$ cat src/rtl/decode_stage.sv
// Single-entry decode stage: holds one fetched instruction, decodes it, and issues it
// to register-file/execute once its register, flag and PC-write hazards have cleared.
module decode_stage (
  input  logic        clk,
  input  logic        rst,
  input  logic        in_valid,
  output logic        in_ready,
  input  logic [31:0] in_instr,
  input  logic [31:0] in_pc,
  output logic        out_valid,
  input  logic        out_ready,
  output logic [3:0]  read_addr_1,
  output logic [3:0]  read_addr_2,
  output logic [3:0]  read_addr_3,
  output logic [3:0]  write_addr,
  output logic        reg_write,
  output logic        link,
  output logic        set_flags,
  output logic        use_imm,
  output logic        branch,
  output logic [3:0]  alu_op,
  output logic [31:0] imm,
  output logic [31:0] out_pc,
  input  logic        flags_we,
  input  logic [3:0]  flags_in,
  input  logic        wb_valid,
  input  logic [3:0]  wb_addr,
  input  logic        flush
);

  typedef enum logic {EMPTY, FULL} state_t;

  state_t      state_q, state_d;
  logic [31:0] instr_q, pc_q;
  logic [3:0]  flags_q;
  logic [14:0] pend_q, pend_d;
  logic        fpend_q, fpend_d;
  logic        blk_q, blk_d;

  logic        full, cond_ok, stall, issue;
  logic        use1, use2, use3;
  logic        src_haz, dst_haz;
  logic [15:0] pend_ext;
  logic [4:0]  rot;
  logic [3:0]  cond;

  // Flags are packed N,Z,C,V from MSB to LSB.
  function automatic logic cond_pass(input logic [3:0] c, input logic [3:0] f);
    logic n, z, cf, v;
    {n, z, cf, v} = f;
    case (c)
      4'h0:    cond_pass = z;
      4'h1:    cond_pass = !z;
      4'h2:    cond_pass = cf;
      4'h3:    cond_pass = !cf;
      4'h4:    cond_pass = n;
      4'h5:    cond_pass = !n;
      4'h6:    cond_pass = v;
      4'h7:    cond_pass = !v;
      4'h8:    cond_pass = cf && !z;
      4'h9:    cond_pass = !cf || z;
      4'hA:    cond_pass = (n == v);
      4'hB:    cond_pass = (n != v);
      4'hC:    cond_pass = !z && (n == v);
      4'hD:    cond_pass = z || (n != v);
      4'hE:    cond_pass = 1'b1;
      default: cond_pass = 1'b0;
    endcase
  endfunction

  assign full    = (state_q == FULL);
  assign cond    = instr_q[31:28];
  assign cond_ok = cond_pass(cond, flags_q);
  assign rot     = {instr_q[11:8], 1'b0};

  always_comb begin
    read_addr_1 = '0;
    read_addr_2 = '0;
    read_addr_3 = '0;
    write_addr  = '0;
    reg_write   = 1'b0;
    link        = 1'b0;
    set_flags   = 1'b0;
    use_imm     = 1'b0;
    branch      = 1'b0;
    alu_op      = '0;
    imm         = '0;
    out_pc      = '0;
    use1        = 1'b0;
    use2        = 1'b0;
    use3        = 1'b0;
    if (full) begin
      out_pc = pc_q;
      if (cond_ok) begin
        case (instr_q[27:26])
          2'b00: begin
            alu_op      = instr_q[24:21];
            set_flags   = instr_q[20];
            read_addr_1 = instr_q[19:16];
            write_addr  = instr_q[15:12];
            reg_write   = (instr_q[24:23] != 2'b10);
            // MOV/MVN ignore Rn, so it must not create a false hazard.
            use1        = (instr_q[24:21] != 4'b1101) && (instr_q[24:21] != 4'b1111);
            if (instr_q[25]) begin
              use_imm = 1'b1;
              imm     = {24'd0, instr_q[7:0]} >> rot | {24'd0, instr_q[7:0]} << (6'd32 - {1'b0, rot});
            end else begin
              read_addr_2 = instr_q[3:0];
              use2        = 1'b1;
              if (instr_q[4]) begin
                read_addr_3 = instr_q[11:8];
                use3        = 1'b1;
              end
            end
          end
          2'b10: begin
            branch = 1'b1;
            link   = instr_q[24];
            imm    = {{6{instr_q[23]}}, instr_q[23:0], 2'b00};
          end
          default: ;
        endcase
      end
    end
  end

  // Bit 15 (PC) is never pending, so indexing the extended mask with 15 yields 0.
  assign pend_ext = {1'b0, pend_q};
  assign src_haz  = (use1 && pend_ext[read_addr_1]) ||
                    (use2 && pend_ext[read_addr_2]) ||
                    (use3 && pend_ext[read_addr_3]);
  assign dst_haz  = (reg_write && pend_ext[write_addr]) || (link && pend_q[14]);
  assign stall    = blk_q || src_haz || dst_haz || ((cond != 4'hE) && fpend_q);

  assign out_valid = full && !stall;
  assign issue     = out_valid && out_ready;
  assign in_ready  = !rst && (!full || issue);

  always_comb begin
    state_d = state_q;
    if (flush)                      state_d = EMPTY;
    else if (in_valid && in_ready)  state_d = FULL;
    else if (issue)                 state_d = EMPTY;

    // Set after clear so a same-cycle set and retire leaves the bit pending.
    pend_d = pend_q;
    for (int unsigned i = 0; i < 15; i++) begin
      if (wb_valid && wb_addr == 4'(i))
        pend_d[i] = 1'b0;
      if (issue && ((reg_write && write_addr == 4'(i)) || (link && i == 14)))
        pend_d[i] = 1'b1;
    end

    fpend_d = (issue && set_flags) || (fpend_q && !flags_we);

    blk_d = blk_q;
    if (flush)
      blk_d = 1'b0;
    else if (issue && (branch || (reg_write && write_addr == 4'hF)))
      blk_d = 1'b1;
  end

  always_ff @(posedge clk or posedge rst) begin
    if (rst) begin
      state_q <= EMPTY;
      instr_q <= '0;
      pc_q    <= '0;
      flags_q <= '0;
      pend_q  <= '0;
      fpend_q <= 1'b0;
      blk_q   <= 1'b0;
    end else begin
      state_q <= state_d;
      pend_q  <= pend_d;
      fpend_q <= fpend_d;
      blk_q   <= blk_d;
      if (flags_we)
        flags_q <= flags_in;
      if (in_valid && in_ready && !flush) begin
        instr_q <= in_instr;
        pc_q    <= in_pc;
      end
    end
  end

endmodule

$ cat config.mk
export PLATFORM = sky130hd
export DESIGN_NAME = decode_stage
export DESIGN_NICKNAME = d
export VERILOG_FILES = /design/src/rtl/decode_stage.sv
export SDC_FILE = /design/constraint.sdc
export NUM_CORES = 1
export LEC_CHECK = 0
export ABC_AREA = 1
export CAP_MARGIN = 20
export CORE_UTILIZATION = 49
export DETAILED_ROUTE_END_ITERATION = 6
export PLACE_DENSITY = 0.83
export SETUP_SLACK_MARGIN = 0.15
export SYNTH_ARGS = -nofsm -noshare
export SYNTH_HDL_FRONTEND = slang
export SYNTH_SLANG_ARGS = --single-unit
export TNS_END_PERCENT = 5
$ cat constraint.sdc
create_clock -name clk -period 5.7 [get_ports clk]
set_clock_uncertainty 0.05 [all_clocks]
set_input_delay 1.425 -clock clk [delete_from_list [all_inputs] [get_ports clk]]
set_output_delay 1.425 -clock clk [all_outputs]
set_load 0.02 [all_outputs]
==> results of run 1 <==
==> synth_stat cells, drive strengths merged <==
master	count
nor3	6
nor2	111
nand4	70
buf	27
xor2	1
o32ai	3
o211ai	1
clkinv	3
o21ai	40
o22ai	4
or2	1
a22oi	12
a221oi	5
a21oi	28
dfrtp	86
clkbuf	26
a31oi	3
a211oi	3
and3	1
o31ai	14
inv	123
ha	1
a21boi	4
a2111oi	1
nand2	305
nand3	69
==> final cells by class <==
class	instances	share of cell area, %
flip-flops and latches	86	26.3
multi-input cells	683	39.2
inverters	126	5.82
clock buffers	11	2.97
clock inverters	5	1.30
well taps	168	2.57
repair buffers	181	21.8
==> worst max-delay path by stage <==
stage               slack (ns)                 to               startpoint  depth (start not counted)
global placement          0.81            imm[20]   instr_q[8]$_DFFE_PP0P_                          9
CTS                       0.44            imm[20]   instr_q[8]$_DFFE_PP0P_                          9
detailed placement        0.82            imm[20]   instr_q[8]$_DFFE_PP0P_                          9
global route              0.13           in_ready  instr_q[31]$_DFFE_PP0P_                         21
finish                    0.46           in_ready  instr_q[31]$_DFFE_PP0P_                         17
floorplan                 0.37  blk_q$_DFFE_PP0P_                      rst                          3
==> power breakdown <==
part	internal, mW	switching (mW)	total, mW
Combinational	0.267	0.475	0.742
Clock	0.441	0.244	0.685
Sequential	0.707	0.118	0.825
==> registers in the layout (all words and copies together), names as in the netlist <==
name and count:
pend_q 15, instr_q 32, full 1, fpend_q 1, flags_q 4, blk_q 1
pc_q 32
==> worst reg2reg max path: cells and delay by family (launching register included) <==
family          cells  cell delay [ns]
compound gates      1             0.16
simple gates       18             2.97
buf+inv             1             0.54
flops               1             0.48
==> metal layers <==
layer  part of all wire (%)  vias to the layer above  global-route usage [%]
met5                      0                        -                       0
met4                    3.4                        0                    12.7
met3                    8.5                       46                    7.33
met2                     44                      328                    48.0
met1                     44                     3178                    43.3
li1                       -                     3364                       -
==> cells by family (layout without fill, tap and decap cells) <==
kind of cell    after synthesis  after routing  share of synthesized area [%]
compound gates              118            118                           11.9
xor+xnor                      1              1                          0.144
fa+ha+maj                     1              1                          0.205
buf+inv                     179            323                           12.1
flops                        86             86                           35.3
simple gates                563            563                           40.3
==> results.py, run 1 <==
metrics = {
    "status": {
        "status": "finished clean",
    },
    "global_routing": {
        "grt_usage_pct": 31.5,
        "grt_overflow": 0,
        "antenna_found_initial": 0,
        "grt_pass1_wl_mm": 31.8,
        "grt_pass1_vias": 6297,
        "grt_max_degree": 73,
    },
    "timing": {
        "worstMarginPinSlew_ns": 0.935,
        "finalCritPeriodShare_pct": 91.9,
        "hold_violations": 0,
        "tns_ns": 0,
        "holdWs_ns": 0.423,
        "finalSetupViolations": 0,
        "finalCriticalPeriod_ns": 5.24,
        "worst_slack_ns": 0.459,
        "slew_headroom_pct": 37.6,
        "final_max_slew_viol_count": 0,
        "max_freq_mhz": 191,
        "rsz0062_at_grt": "yes",
    },
    "finish": {
        "final_common_cell": "nand2_1",
        "area_growth_pct": 34.3,
        "layout_common_cells": "nand2_1 (303), clkdlybuf4s50_1 (169), inv_1 (118)",
        "final_cell_area_mm2": 0.00818,
        "final_cells": 1260,
        "drive_gt1_share_pct": 4.30,
        "multi_input_area_mm2": 0.00321,
        "diodes": 0,
        "fillers": 1090,
        "final_util_pct": 67.8,
        "seq_area_mm2": 0.00215,
        "layout.nets": 1167,
    },
    "place": {
        "dp_hpwl_mm": 14.3,
        "placed_cell_area_mm2": 0.00783,
        "io_buffers": 169,
        "routabilityCongestion": 0.960,
        "place_inst": 1244,
        "post-place-ws_ns": 0.824,
    },
    "logic_synthesis": {
        "syn_area_mm2": 0.00609,
        "synth_cell_types": 40,
        "synth_top_area_share_pct": 35.3,
        "yosysWarnings": 0,
        "synth_seq_area_share_pct": 35.3,
        "synth_area_leaders": "dfrtp_1 (35%), nand2_1 (19%), inv_1 (7.3%)",
        "syn-num-nets": 1028,
        "syn_inst": 948,
        "yosysTopAreaCell": "dfrtp_1",
        "yosys_register_bits": 86,
        "syn_area_per_cell_um2": 6.42,
    },
    "drt": {
        "num_vias": 6916,
        "wl_mm": 19.7,
        "routed_via_density": 5.49,
        "drt_iter0_markers": 783,
        "wl_per_cell_um": 15.7,
        "first_pass_iters": 5,
        "final_antenna_net_count": 0,
        "drc": 0,
    },
    "worst_setup_path": {
        "r2r-start": "instr_q[31]$_DFFE_PP0P_",
        "r2r_setup_slack_ns": 1.39,
        "cp_slowest_cell": "clkdlybuf4s50_1",
        "arrival_ns": 3.77,
        "cp_common_cell": "nand2_1",
        "cp_cell_sequence": "nand2_1 > a21oi_2 > nand2_1 > nand2_1 > nand2_1 > nand3_4 > nand2_4 > nor2_1 > nand3_1 > nand3_1 > nand3_1 > nand3_1 > nand2_1 > nor2_2 > nand4_4 > a21oi_1 > clkdlybuf4s50_1",
        "reg2regPathDepth": 20,
        "rr_endpoint": "pc_q[29]$_DFFE_PP0P_",
        "critical_path.max_stage_delay_ns": 0.62,
        "cp.required_ns": 4.22,
        "end_kind": "output pin",
        "cp_top_family": "simple AND/OR/NAND/NOR gates",
        "start_kind": "register",
        "path_class": "register to output pin",
        "path_buf_inv": 1,
        "crit_fanout": 19,
    },
    "worst_hold_path": {
        "whs_path_depth": 2,
        "min_from": "pc_q[3]$_DFFE_PP0P_",
        "hp-class": "register to register",
        "hold_end": "pc_q[3]$_DFFE_PP0P_",
    },
    "power_and_ir_drop": {
        "p_leak_nw": 3.91,
        "vdd_drop_max_mv": 0.378,
        "powerDensity_mw_per_mm2": 275,
        "power.total_mw": 2.25,
    },
    "clocking": {
        "cts_root_buf": "clkbuf_16",
        "cts_buffers": 9,
        "clk_latency_ns": 0.35,
        "htreeDepth": 3,
        "clk_pin_slew_worst_paths_ns": 0.06,
        "cts_sinks": 86,
        "cts.path.max_buffers": 2,
        "post_cts_buffers": 0,
        "cts_resized": 0,
        "cts_tree": "done",
        "cts_hold_buf": 0,
    },
    "job": {
        "cap_viol_max_count": 0,
    },
    "die": {
        "num_rows": 40,
        "die_h_um": 113,
        "io_pins": 170,
        "coreArea_mm2": 0.0121,
        "die_w_um": 113,
        "initial_core_util_pct": 50.5,
        "die_area_mm2": 0.0129,
    },
}
No activity file was read; power rests on OpenSTA's default activity.
==> inputs of run 2 (changes only) <==
==> constraint.sdc (replaced) <==
create_clock -name clk -period 5.7 [get_ports clk]
set_clock_uncertainty 0.05 [all_clocks]
set_input_delay 0.855 -clock clk [delete_from_list [all_inputs] [get_ports clk]]
set_output_delay 0.855 -clock clk [all_outputs]
set_load 0.02 [all_outputs]
==> run 2 against run 1 <==
  * Critical path type unchanged
  * Worst setup slack improved by 0.58 ns
  * Critical path depth decreased by 1
  * Count of clock-buffer cells in the layout decreased by 2
  * Die area unchanged
  * Non-clock buffer count decreased by 3
  * Combinational power about the same
  * Final cell count decreased by 0.16%
  * First-iteration DRC count decreased by 19%
  * Sequential cell count unchanged
  * Cell area decreased by 0.57%
  * Routed wire length decreased by 1.9%
  * Largest cell class unchanged
==> results.py, run 2 (synthesis results as in run 1) <==
metrics = {
    "drt": {
        "drt_iter0_markers": 636,
        "final_antenna_net_count": 0,
        "drc": 0,
        "routed_via_density": 5.46,
        "wl_met3_mm": 1.47,
        "highest_layer": "met4",
        "first_pass_iters": 6,
        "wl_per_cell_um": 15.4,
        "num_vias": 6863,
        "wl_met2_mm": 8.88,
        "met1_length_mm": 8.39,
        "wl_mm": 19.4,
    },
    "clocking": {
        "htreeDepth": 3,
        "clk_pin_slew_worst_paths_ns": 0.07,
        "cts_root_buf": "clkbuf_16",
        "cts.path.max_buffers": 2,
        "cts_buffers": 9,
        "post_cts_buffers": 0,
        "cts_tree": "done",
        "clk_latency_ns": 0.34,
        "cts_resized": 0,
        "cts_hold_buf": 0,
        "cts_sinks": 86,
    },
    "finish": {
        "area_growth_pct": 33.5,
        "reg_top3": "instr_q: 32 flops, pc_q: 32 flops, pend_q: 15 flops",
        "final_cells": 1258,
        "final_common_cell": "nand2_1",
        "layout_common_cells": "nand2_1 (303), clkdlybuf4s50_1 (169), inv_1 (118)",
        "drive_gt1_share_pct": 4.04,
        "multi_input_area_mm2": 0.00321,
        "fillers": 1049,
        "final_cell_area_mm2": 0.00813,
        "seq_area_mm2": 0.00215,
        "layout.nets": 1164,
    },
    "timing": {
        "max_freq_mhz": 215,
        "hold_violations": 0,
        "final_max_slew_viol_count": 0,
        "rsz0062_at_grt": "no",
        "holdWs_ns": 0.420,
        "finalCriticalPeriod_ns": 4.66,
        "finalCritPeriodShare_pct": 81.7,
        "slew_headroom_pct": 33.6,
        "worstMarginPinSlew_ns": 0.995,
        "tns_ns": 0,
        "finalSetupViolations": 0,
    },
    "die": {
        "die_area_mm2": 0.0129,
        "io_pins": 170,
        "coreArea_mm2": 0.0121,
        "initial_core_util_pct": 50.5,
        "num_rows": 40,
        "die_w_um": 113,
        "die_h_um": 113,
    },
    "power_and_ir_drop": {
        "vdd_drop_max_mv": 0.208,
        "power.total_mw": 2.19,
        "powerDensity_mw_per_mm2": 270,
        "p_leak_nw": 3.89,
    },
    "status": {
        "status": "finished clean",
    },
    "global_routing": {
        "grt_max_degree": 97,
        "grt_overflow": 0,
        "antenna_found_initial": 1,
        "grt_pass1_vias": 6318,
        "grt_pass1_wl_mm": 31.5,
        "grt_usage_pct": 31.1,
    },
    "worst_setup_path": {
        "arrival_ns": 3.75,
        "cp_slowest_cell": "clkdlybuf4s50_1",
        "path_buf_inv": 4,
        "cp_top_family": "simple AND/OR/NAND/NOR gates",
        "cp.required_ns": 4.80,
        "end_kind": "output pin",
        "critical_path.max_stage_delay_ns": 0.62,
        "crit_fanout": 42,
        "path_class": "register to output pin",
        "start_kind": "register",
        "cp_common_cell": "nand3_1",
        "cp_cell_sequence": "buf_4 > inv_1 > nor2_2 > inv_1 > nor2_2 > nand2_1 > nand2_1 > nand3_1 > nand3_1 > nand3_1 > nand3_1 > nand2_1 > nor2_2 > nand4_4 > a21oi_1 > clkdlybuf4s50_1",
    },
    "place": {
        "placed_cell_area_mm2": 0.00780,
        "io_buffers": 169,
        "place_inst": 1241,
        "dp_hpwl_mm": 14.0,
        "routabilityCongestion": 0.954,
    },
    "job": {
        "cap_viol_max_count": 0,
    },
    "worst_hold_path": {
        "hp-class": "register to register",
    },
}
==> run 2: layout make-up <==
type,count,share of cell area [%]
multi-input combinational,683,39.4
tap,168,2.59
sequential,86,26.5
timing repair buffer,178,21.6
clock inverter,7,1.22
inverter,126,5.85
clock buffer,9,2.77
antenna,1,0.0308
==> run 2: per-layer routing <==
layer / vias up / GRT usage [%]
li1: 3365 / -
met1: 3156 / 42.2
met2: 290 / 48.1
met3: 52 / 6.75
met4: 0 / 13.5
met5: - / 0
==> run 2: metrics by stage <==
step / setup slack, ns / utilization [%]
floorplan: 0.944 / -
global placement: 1.44 / 64.7
detailed placement: 1.42 / 64.7
CTS: 1.05 / 67.4
global route: 0.690 / 67.4
finish: 1.04 / 67.4
==> run 2: path summary, 6_finish.rpt <==
kind	start	end	slack (ns)	cells past startpoint
max reg2reg	full$_DFFE_PP0P_	instr_q[10]$_DFFE_PP0P_	1.47	19
min in group asynchronous	rst	pc_q[8]$_DFFE_PP0P_	0.93	2
min reg2reg	pc_q[10]$_DFFE_PP0P_	pc_q[10]$_DFFE_PP0P_	0.42	2
max in group asynchronous	rst	instr_q[9]$_DFFE_PP0P_	3.25	3
min	pc_q[10]$_DFFE_PP0P_	pc_q[10]$_DFFE_PP0P_	0.42	2
max	full$_DFFE_PP0P_	in_ready	1.04	16
==> run 2: worst min-delay path: cells and delay by family, from the launching register on <==
family	cells	cell delay, ns
and+or+nand+nor	2	0.09
DFF	1	0.34
==> run 2: power breakdown <==
group	internal (mW)	total [mW]	switching (mW)	leakage, nW
Sequential	0.706	0.825	0.119	1.10
Clock	0.385	0.627	0.242	0.156
Combinational	0.265	0.741	0.476	2.63
==> inputs of run 3 (changes only) <==
- CORE_UTILIZATION: 49 -> 44
- PLACE_DENSITY: 0.83 -> 0.79
- clock period: 5.7 -> 4.1 ns (I/O delays scaled with it)
==> run 3 against run 2 <==
  * Die area grew 11%
  * Sequential cell count unchanged
  * Worst setup slack worse by 0.75 ns
  * Core utilization shrank 5.3 points
  * Cell area grew 2.0%
  * Power increased by 43%
  * Sequential power up 37%
  * Sequential share of layout area shrank 0.47 points
  * Global-route usage decreased by 2.1 points
  * Hold slack worse by 0.0032 ns
  * Critical path type unchanged
  * Largest cell class unchanged
  * Largest power group unchanged
==> results.py, run 3 (synthesis results as in run 1) <==
metrics = {
    "global_routing": {
        "grt_pass1_wl_mm": 32.8,
        "grt_max_degree": 66,
        "grt_overflow": 0,
        "grt_usage_pct": 29.0,
        "antenna_found_initial": 0,
        "grt_pass1_vias": 6618,
    },
    "worst_setup_path": {
        "path_buf_inv": 3,
        "arrival_ns": 3.14,
        "cp_slowest_cell": "clkdlybuf4s50_1",
        "start_kind": "register",
        "cp_cell_sequence": "clkinv_1 > ha_1 > inv_1 > o21ai_0 > or2_2 > o22ai_1 > a21oi_1 > nor2_1 > clkdlybuf4s50_1",
        "crit_fanout": 14,
        "cp.required_ns": 3.43,
        "cp_top_family": "buffers and inverters",
        "end_kind": "output pin",
        "critical_path.max_stage_delay_ns": 0.61,
        "path_class": "register to output pin",
    },
    "power_and_ir_drop": {
        "p_comb_share_pct": 35.0,
        "switching_share_pct": 37.3,
        "p_switching_mw": 1.17,
        "power.total_mw": 3.14,
        "p_leak_nw": 3.98,
        "power_frac_seq_pct": 36.0,
        "vdd_drop_max_mv": 0.279,
        "power.internal_mw": 1.97,
        "powerDensity_mw_per_mm2": 379,
        "power_frac_clock_pct": 29.0,
    },
    "timing": {
        "worst_slack_ns": 0.295,
        "rsz0062_at_grt": "yes",
        "tns_ns": 0,
        "slew_headroom_pct": 62.4,
        "hold_violations": 0,
        "finalCriticalPeriod_ns": 3.80,
        "final_max_slew_viol_count": 0,
        "holdWs_ns": 0.417,
        "max_freq_mhz": 263,
        "worstMarginPinSlew_ns": 0.550,
        "finalSetupViolations": 0,
        "finalCritPeriodShare_pct": 92.8,
    },
    "drt": {
        "num_vias": 6940,
        "wl_per_cell_um": 15.9,
        "first_pass_iters": 5,
        "wl_mm": 20.2,
        "final_antenna_net_count": 0,
        "drc": 0,
        "routed_via_density": 5.45,
        "drt_iter0_markers": 687,
    },
    "finish": {
        "multi_input_area_mm2": 0.00323,
        "final_cells": 1274,
        "final_cell_area_mm2": 0.00829,
        "final_common_cell": "nand2_1",
        "diodes": 0,
        "seq_area_mm2": 0.00216,
        "fillers": 1312,
        "layout_common_cells": "nand2_1 (301), clkdlybuf4s50_1 (167), inv_1 (118)",
        "area_growth_pct": 36.1,
        "layout.nets": 1173,
        "final_util_pct": 62.1,
        "reg_top3": "instr_q: 32 flops, pc_q: 32 flops, pend_q: 15 flops",
        "drive_gt1_share_pct": 5.28,
    },
    "clocking": {
        "cts.path.max_buffers": 2,
        "cts_buffers": 9,
        "clk_pin_slew_worst_paths_ns": 0.06,
        "cts_tree": "done",
        "cts_root_buf": "clkbuf_16",
        "htreeDepth": 3,
        "cts_sinks": 86,
        "clk_latency_ns": 0.35,
    },
    "place": {
        "io_buffers": 169,
        "placed_cell_area_mm2": 0.00789,
        "post-place-ws_ns": 0.344,
        "place_inst": 1256,
        "routabilityCongestion": 0.935,
        "dp_hpwl_mm": 14.9,
    },
    "die": {
        "die_w_um": 120,
        "initial_core_util_pct": 45.6,
        "die_h_um": 120,
        "coreArea_mm2": 0.0133,
        "io_pins": 170,
        "num_rows": 42,
        "die_area_mm2": 0.0143,
    },
    "job": {
        "cap_viol_max_count": 0,
    },
    "worst_hold_path": {
        "hp-class": "register to register",
    },
    "status": {
        "status": "finished clean",
    },
}
-- run 3: power groups by stage --
stage	combinational (mW)	clock (mW)	sequential, mW
2_1_floorplan	0.740	0	1.07
3_3_place_gp	1.04	0	1.13
3_5_place_dp	1.05	0	1.14
4_1_cts	1.09	0.923	1.13
5_1_grt	1.23	0.959	1.15
6_report	1.10	0.912	1.13
-- run 3: tightest hold or removal path: stages (launching register included) --
cell     delay [ns]
dfrtp_1        0.34
nand2_1        0.05
nand2_1        0.04
-- run 3: final cells by class --
type	count	share of cell area (%)
sequential	86	26.0
clock inverter	3	0.785
clock buffer	13	3.26
inverter	126	5.73
timing repair buffer	187	22.5
multi-input combinational	683	39.0
tap	176	2.66
-- run 3: final timing paths --
path	slack, ns	startpoint	end	cells past startpoint
worst max-delay path	0.30	instr_q[8]$_DFFE_PP0P_	imm[20]	9
worst min-delay path	0.42	instr_q[1]$_DFFE_PP0P_	instr_q[1]$_DFFE_PP0P_	2
worst max register to register	0.69	instr_q[29]$_DFFE_PP0P_	instr_q[20]$_DFFE_PP0P_	19
worst min register to register	0.42	instr_q[1]$_DFFE_PP0P_	instr_q[1]$_DFFE_PP0P_	2
max in group asynchronous	2.64	rst	pend_q[6]$_DFFE_PP0P_	3
min in group asynchronous	0.61	rst	pc_q[9]$_DFFE_PP0P_	2
-- run 3: repair_timing --
item                       4_1_cts  5_1_grt
setup endpoints to repair        2        4
setup buffers                    2        0
hold endpoints to repair         0        0
hold buffers                     0        0
pin swaps                        1        0
gates resized for setup          8        4
-- run 3: routing by layer --
layer | global-route usage (%) | share of wire (%)
met5 | 0 | 0
met4 | 10.7 | 2.8
met3 | 7.13 | 8.3
met2 | 46.3 | 47
met1 | 38.1 | 42
